File: src/rtl/seg7_scroll_pkg.sv
// Shared types for the 7-segment message scroller: glyph codes, FSM states
// and the default message ROM.
package seg7_scroll_pkg;

    typedef enum logic [4:0] {
        GL_BLANK = 5'd0,
        GL_0, GL_1, GL_2, GL_3, GL_4, GL_5, GL_6, GL_7, GL_8, GL_9,
        GL_A, GL_C, GL_E, GL_F, GL_G, GL_H, GL_I, GL_L, GL_O, GL_P,
        GL_R, GL_U
    } glyph_t;

    typedef enum logic {
        SHOW = 1'b0,
        GAP  = 1'b1
    } state_t;

    localparam int unsigned MSG_DEPTH = 16;

    localparam glyph_t MSG_ROM [MSG_DEPTH] = '{
        GL_R, GL_O, GL_G, GL_E, GL_L, GL_I, GL_O,
        GL_BLANK, GL_BLANK, GL_BLANK, GL_BLANK, GL_BLANK,
        GL_BLANK, GL_BLANK, GL_BLANK, GL_BLANK
    };

endpackage

File: src/rtl/seg7_glyph.sv
// Combinational glyph-code to 7-segment decoder; bit0 = seg1 (a) ... bit6 = seg7 (g).
// Codes outside the glyph set decode to all segments off.
module seg7_glyph
    import seg7_scroll_pkg::*;
(
    input  logic [4:0] code,
    output logic [6:0] seg
);

    always_comb begin
        seg = '0;
        case (code)
            GL_BLANK: seg = 7'h00;
            GL_0:     seg = 7'h3F;
            GL_1:     seg = 7'h06;
            GL_2:     seg = 7'h5B;
            GL_3:     seg = 7'h4F;
            GL_4:     seg = 7'h66;
            GL_5:     seg = 7'h6D;
            GL_6:     seg = 7'h7D;
            GL_7:     seg = 7'h07;
            GL_8:     seg = 7'h7F;
            GL_9:     seg = 7'h6F;
            GL_A:     seg = 7'h77;
            GL_C:     seg = 7'h39;
            GL_E:     seg = 7'h79;
            GL_F:     seg = 7'h71;
            GL_G:     seg = 7'h6F;
            GL_H:     seg = 7'h76;
            GL_I:     seg = 7'h30;
            GL_L:     seg = 7'h38;
            GL_O:     seg = 7'h3F;
            GL_P:     seg = 7'h73;
            GL_R:     seg = 7'h70;
            GL_U:     seg = 7'h3E;
            default:  seg = '0;
        endcase
    end

endmodule

File: src/rtl/seg7_msg_scroller.sv
// Scrolls the stored message across one 7-segment digit with a blank gap per glyph.
// Optional last-glyph decimal point marker: define SEG7_SCROLL_DP_EN.
module seg7_msg_scroller
    import seg7_scroll_pkg::*;
#(
    parameter int unsigned CLK_DIV    = 10000000,
    parameter int unsigned SHOW_TICKS = 3,
    parameter int unsigned GAP_TICKS  = 1
) (
    input  logic       clk,
    input  logic       rst_n,
    input  logic       run,
    input  logic       step,
    input  logic       dir,
    input  logic [3:0] msg_len,
    output logic [6:0] segments,
    output logic       dp,
    output logic [3:0] char_idx,
    output logic       wrap
);

    localparam int unsigned PW     = (CLK_DIV > 1) ? $clog2(CLK_DIV) : 1;
    localparam int unsigned PH_MAX = (SHOW_TICKS > GAP_TICKS) ? SHOW_TICKS : GAP_TICKS;
    localparam int unsigned PHW    = (PH_MAX > 1) ? $clog2(PH_MAX) : 1;
    localparam logic [PW-1:0]  PRE_LAST  = PW'(CLK_DIV - 1);
    localparam logic [PHW-1:0] SHOW_LAST = PHW'(SHOW_TICKS - 1);
    localparam logic [PHW-1:0] GAP_LAST  = PHW'((GAP_TICKS > 0) ? GAP_TICKS - 1 : 0);
    localparam bit             GAP_EN    = (GAP_TICKS > 0);

    logic [PW-1:0]  presc;
    logic           tick;
    logic           step_q;
    logic           step_adv;
    state_t         state, state_n;
    logic [PHW-1:0] phase, phase_n;
    logic           adv;
    logic [3:0]     adv_idx;
    logic           adv_wrap;
    logic [3:0]     idx_n;
    logic           wrap_n;
    glyph_t         rom_code;
    logic [6:0]     rom_seg;
    logic [6:0]     seg_n;

    assign tick     = run && (presc == PRE_LAST);
    assign step_adv = step && !step_q && !run;

    // Prescaler freezes (does not clear) while paused so resuming keeps cadence.
    always_ff @(posedge clk or negedge rst_n) begin
        if (!rst_n) begin
            presc  <= '0;
            step_q <= 1'b0;
        end else begin
            step_q <= step;
            if (run) begin
                presc <= (presc == PRE_LAST) ? '0 : presc + 1'b1;
            end
        end
    end

    // Out-of-range index (msg_len lowered) wraps like a normal end-of-message.
    always_comb begin
        adv_idx  = '0;
        adv_wrap = 1'b0;
        if (!dir) begin
            if (char_idx >= msg_len) begin
                adv_idx  = '0;
                adv_wrap = 1'b1;
            end else begin
                adv_idx  = char_idx + 1'b1;
            end
        end else begin
            if ((char_idx == '0) || (char_idx > msg_len)) begin
                adv_idx  = msg_len;
                adv_wrap = 1'b1;
            end else begin
                adv_idx  = char_idx - 1'b1;
            end
        end
    end

    always_ff @(posedge clk or negedge rst_n) begin
        if (!rst_n) begin
            state    <= SHOW;
            phase    <= '0;
            char_idx <= '0;
            wrap     <= 1'b0;
        end else begin
            state    <= state_n;
            phase    <= phase_n;
            char_idx <= idx_n;
            wrap     <= wrap_n;
        end
    end

    always_comb begin
        state_n = state;
        phase_n = phase;
        adv     = 1'b0;
        if (step_adv) begin
            adv     = 1'b1;
            state_n = SHOW;
            phase_n = '0;
        end else if (tick) begin
            case (state)
                SHOW: begin
                    if (phase == SHOW_LAST) begin
                        phase_n = '0;
                        if (GAP_EN) begin
                            state_n = GAP;
                        end else begin
                            adv = 1'b1;
                        end
                    end else begin
                        phase_n = phase + 1'b1;
                    end
                end
                GAP: begin
                    if (phase == GAP_LAST) begin
                        adv     = 1'b1;
                        state_n = SHOW;
                        phase_n = '0;
                    end else begin
                        phase_n = phase + 1'b1;
                    end
                end
                default: begin
                    state_n = SHOW;
                    phase_n = '0;
                end
            endcase
        end
        idx_n  = adv ? adv_idx : char_idx;
        wrap_n = adv & adv_wrap;
    end

    assign rom_code = MSG_ROM[char_idx];

    seg7_glyph u_glyph (
        .code (rom_code),
        .seg  (rom_seg)
    );

    always_comb begin
        seg_n = (state == SHOW) ? rom_seg : '0;
    end

    always_ff @(posedge clk or negedge rst_n) begin
        if (!rst_n) begin
            segments <= '0;
        end else begin
            segments <= seg_n;
        end
    end

`ifdef SEG7_SCROLL_DP_EN
    logic dp_n;

    always_comb begin
        dp_n = (state == SHOW) && (char_idx == msg_len);
    end

    always_ff @(posedge clk or negedge rst_n) begin
        if (!rst_n) begin
            dp <= 1'b0;
        end else begin
            dp <= dp_n;
        end
    end
`else
    assign dp = 1'b0;
`endif

endmodule

File: config.mk
export PLATFORM = sky130hd
export DESIGN_NAME = seg7_msg_scroller
export DESIGN_NICKNAME = d
export VERILOG_FILES = /design/src/rtl/seg7_scroll_pkg.sv /design/src/rtl/seg7_glyph.sv /design/src/rtl/seg7_msg_scroller.sv
export SDC_FILE = /design/constraint.sdc
export NUM_CORES = 1
export LEC_CHECK = 0
export ABC_AREA = 0
export BUFFER_PORTS_ARGS = -buffer_cell sky130_fd_sc_hd__buf_4
export CORE_ASPECT_RATIO = 0.75
export CORE_MARGIN = 2
export CORE_UTILIZATION = 50
export CTS_CLUSTER_DIAMETER = 200
export CTS_CLUSTER_SIZE = 24
export DETAILED_ROUTE_END_ITERATION = 6
export PLACE_DENSITY = 0.69
export SLEW_MARGIN = 20
export SYNTH_ARGS = -nofsm -noshare
export SYNTH_HDL_FRONTEND = slang
export SYNTH_SLANG_ARGS = --single-unit
File: constraint.sdc
create_clock -name clk -period 6.6 [get_ports clk]
set_input_delay 0.33 -clock clk [delete_from_list [all_inputs] [get_ports clk]]
set_output_delay 0.33 -clock clk [all_outputs]
set_load 0.03 [all_outputs]
# Word level (Yosys, flattened, before mapping)
# Memories as Yosys holds them, arrays and structs flattened.
# Index checks and enable logic that the tools add are counted.
[totals]
ram_bits = 0
latch_bits = 0
in_bits = 9
n_memories = 2
regBits = 40
mem_bits_ro = 304
[classes]
add_sub_neg = 4
mul = 0
order_cmp = 3
shift = 0
div_mod_pow = 0
mux = 24
bitwise_logic = 3
n_eq_ne = 2
n_reduce_logical = 9
[memory_table]
columns = ["name", "words", "width", "rd", "rd_ports_with_merged_regs", "wr", "line_no", "text"]
rows = [
  ["(name not given)", 32, 7, 1, 0, 0, "seg7_glyph.sv:12", "case (code)"],
  ["(name not given)", 16, 5, 1, 0, 0, "seg7_msg_scroller.sv:137", "assign rom_code = MSG_ROM[char_idx];"],
]
[ops]
columns = ["cell", "count"]
rows = [
  ["$add A24 B1 Y24 const B", 1],
  ["$eq A24 B24 Y1 const B", 1],
  ["$mux W24", 1],
  ["$mux W4", 3],
  ["$mux W1", 10],
  ["$mux W5", 2],
  ["$mux W2", 4],
  ["$mux W7", 1],
  ["$ge A5 B5 Y1 const B", 1],
  ["$not A4 Y5", 1],
  ["$add A4 B1 Y4 const B", 1],
  ["$ge A4 B4 Y1", 1],
  ["$gt A4 B4 Y1", 1],
  ["$logic_not A4 Y1", 1],
  ["$pmux W1 S2", 2],
  ["$pmux W2 S2", 1],
  ["$sub A4 B1 Y4 const B", 1],
  ["$logic_and A1 B1 Y1", 3],
  ["$add A2 B1 Y2 const B", 1],
  ["$eq A2 B2 Y1 const B", 1],
  ["$logic_not A1 Y1", 2],
  ["$logic_not A2 Y1", 1],
  ["$reduce_bool A2 Y1", 1],
  ["$and A1 B1 Y1", 1],
  ["2 further kinds", 2],
]

# Logic depth before layout (Yosys ltp)
[depth]
ltp_word = 6
depth_mapped = 10

# Hierarchy
# From an unflattened synthesis, not the netlist that was laid out.
[unflattened]
cells_unflattened = 287
hier_area_um2 = 2651.3
[modules_own_cells]
columns = ["mod", "cells_each", "area_per_inst_um2", "n_inst"]
rows = [
  ["seg7_msg_scroller", 240, 2313.5, 1],
  ["seg7_glyph", 47, 337.8, 1],
]

# Least setup slack after synthesis
# No wires, ideal clock.
[synth_path]
kind = "reg-to-reg"
start = "register char_idx[0]"
end = "register segments[2]"
path_stages_with_launch = 11
period_less_slack_ns = 2.738
t_arrival_ns = 2.667
path_buffers = 0
slack_ns = 3.862
required_ns = 6.529
path_cell_list = "dfrtp_1 -> inv_1 -> ha_1 -> nor2_1 -> a211oi_1 -> inv_1 -> ha_1 -> nand2_1 -> o21ai_0 -> o21a_1 -> nor2_1"
[synth_between]
elab_chain_cells = 6
[synth_rtl]
columns = ["item", "line_no", "text"]
rows = [
  ["start, declared", "seg7_msg_scroller.sv:18", "output logic [3:0] char_idx,"],
  ["start signal, assigned", "seg7_msg_scroller.sv:91", "char_idx <= idx_n;"],
  ["$not A4 Y5 (implied by the code)", "seg7_msg_scroller.sv:137", ""],
  ["$mem_v2 Z16 W5", "n/a", ""],
  ["$mux W5 (implied by the code) (2 in series)", "seg7_msg_scroller.sv:137", ""],
  ["$mem_v2 Z32 W7", "n/a", ""],
  ["$mux W7", "seg7_msg_scroller.sv:145", "seg_n = (state == SHOW) ? rom_seg : '0;"],
  ["net seg_n[2]", "seg7_msg_scroller.sv:43", "logic [6:0] seg_n;"],
  ["end signal, assigned", "seg7_msg_scroller.sv:152", "segments <= seg_n;"],
  ["end, declared", "seg7_msg_scroller.sv:16", "output logic [6:0] segments,"],
]
# The timed path passes the listed nets, and every way through them passes these cells. The select of a mux whose other input is x is not followed.
# A chain may end at the register's enable or synchronous reset.

# Final worst setup path
[layout_path]
start = "register char_idx[1]"
end = "register segments[2]"
# Same word-level chain as after synthesis.

==> results.cfg <==
[sta]
worst_pin_slew_ns = 1.06
holdWs_ns = 0.0105
setup-violations-final = 0
min_period_over_period = 0.466
period_needed_ns = 3.07
hold_viol_final = 0
rsz0062_at_grt = no
tns_ns = 0
slew_headroom = 0.288
clock_skew_ns = 0.00687
finalMaxSlewViolations = 0
fmax_mhz = 325

[finish]
fillCellCount = 419
layout_commonest_cell = dfrtp_1
syn_to_final_growth_pct = 11.8
drive_above_1_share = 0.153
nNetsFinal = 303
fin_util = 0.576
num_antenna_cells = 0
final_cell_mix = dfrtp_1, ha_1, buf_4, nor2_1, nand2_1
regArea_um2 = 1000
multi_input_area_um2 = 1430

[clocking]
cts.sinks = 40
cts_tree = yes
cts_hold_buf = 0
post_cts_resized = 0
insertion_delay_ns = 0.29
cts.htree.levels = 2
numCtsBuffers = 5
post_cts_buffers = 0
clk_pin_slew_worst_paths_ns = 0.08
clk_path_buf_depth = 2
cts_root_buffer = clkbuf_8

[yosys]
syn_area_per_cell_um2 = 9.80
synthFlopType = dfrtp_1
synth-async-reset-ratio = 1.00
syn-cell-area_um2 = 2510
ys_seq_area_frac = 0.399
syn-num-nets = 285
ys_ff_latch = 40
yosysWarnings = 0
yosysUniqueCellTypes = 56
syn_inst = 256
synth_edf_count = 0

[die]
die_w_um = 85.8
coreArea_um2 = 4870
die_h_um = 65.4
start_util = 0.515
row_count = 22
io_pins = 22
die-area_um2 = 5610

[grt]
grt_pass1_vias = 1830
grt_max_degree = 41
overflow = 0
antenna_found_initial = 0
grt_usage = 0.194
grt_pass1_wl_mm = 8.71

[power]
internal_power_uw = 642
p_sw_frac = 0.423
p_total_uw = 1110
clockPowerShare = 0.180
power_frac_seq = 0.331
power_switching_uw = 470
leakagePower_uw = 0.00129
ir_worst_vdd_mv = 0.249
pwr-share-comb = 0.489
power_density_nw_per_um2 = 396

[placed_design]
portBuffers = 20
gp_congestion = 0.904
hpwlAfterDp_mm = 3.53

[critical_path]
crit_path_end_kind = register
rrSetupSlack_ns = 3.53
path_class = reg2reg
critical_path.cell_chain = inv_1 > ha_1 > nor2_1 > a211oi_1 > inv_1 > ha_1 > nand2_1 > o21ai_0 > o21a_1 > nor2_1
crit_slowest_cell = a211oi_1
crit_buf_inv = 2
crit_arrival_ns = 3.29
worstPathRequired_ns = 6.82
start_kind = register
slowest_delay_ns = 0.88
cp_top_family = compound AO/OA/AOI/OAI gates
crit_fanout = 9

[route]
viasPerCell = 5.67
drt_wl_total_mm = 4.95
drt-wirelength-per-cell_um = 14.8
drc = 0
vias = 1900
detail-route-antenna-nets = 0
firstDrtPassIters = 6
dr.first_iter.drc_count = 130

[min_path]
hp-class = in2async

[run_status]
status = finished, final reports clean

[run]
drv_cap = 0
final timing paths:
kind / start / to / cells past startpoint
max in group asynchronous: rst_n / char_idx[0] / 1
setup / recovery: char_idx[1] / segments[2] / 10
setup reg to reg: char_idx[1] / segments[2] / 10
hold reg to reg: presc[4] / presc[4] / 1
min in group clk: step / step_q / 1
hold / removal: rst_n / presc[22] / 1
synthesized netlist by cell type, types with 3 or more instances:
cell / instances / area (um^2)
clkbuf_1: 4 / 15.0
xnor2_1: 13 / 114
and3_1: 5 / 31.3
and4_1: 3 / 26.3
o211ai_1: 4 / 30.0
nand3_1: 13 / 65.1
nor2_1: 19 / 71.3
o21ai_0: 12 / 60.1
dfrtp_1: 40 / 1000
a21oi_1: 7 / 35.0
nand2_1: 17 / 63.8
mux2i_1: 9 / 90.1
nor2b_1: 3 / 18.8
ha_1: 20 / 250
buf_2: 4 / 20.0
a21o_1: 3 / 22.5
nor3_1: 6 / 30.0
nand4_1: 9 / 56.3
inv_1: 12 / 45.0
xor2_1: 10 / 87.6
flip-flops by register name, summed over array words and instances (netlist names):
| register | count |
|---|---|
| char_idx | 4 |
| segments | 7 |
| wrap | 1 |
| step_q | 1 |
| presc | 24 |
| phase | 2 |
| state | 1 |
kinds of logic (layout without fill, tap and decap cells):
group           after synthesis  after routing  share of synthesized area
compound gates               48             48                      0.135
xor+xnor                     23             23                     0.0803
fa+ha+maj                    20             20                     0.0997
buf+inv                      21             40                     0.0349
flops                        40             40                      0.399
mux                          10             10                     0.0419
other cells                   1              1                    0.00149
simple gates                 93             93                      0.208
per-stage QoR:
step | cells | setup slack (ns) | instance area, um^2
6_report | 335 | 3.53 | 2810
5_1_grt | 335 | 3.25 | 2810
4_1_cts | 335 | 3.59 | 2810
3_5_place_dp | 327 | 3.59 | 2700
3_3_place_gp | 327 | 3.82 | 2690
2_1_floorplan | 256 | 3.86 | 2510
power groups by stage:
stage               logic [uW]  clock network [uW]  registers (uW)
global route               603                 213             379
floorplan                  355                   0             410
global placement           532                   0             368
CTS                        541                 204             368
detailed placement         540                   0             371
finish                     544                 200             368
metal layers:
layer / vias to the layer above / share of wire / wire length (um) / GRT usage
met1: 914 / 0.55 / 2720 / 0.301
met2: 31 / 0.41 / 2040 / 0.287
li1: 953 / - / - / -
met4: 0 / 0.0034 / 17 / 0.0357
met3: 2 / 0.034 / 167 / 0.0339
met5: - / 0 / 0 / 0
layout make-up:
cell class	instances	share of cell area
multi-input cells	195	0.508
flip-flops and latches	40	0.357
repair buffers	20	0.0535
well taps	60	0.0268
clock buffers	6	0.0259
inverters	12	0.0161
clock inverters	2	0.0125
Note: power is estimated with default switching activity, not from simulation.
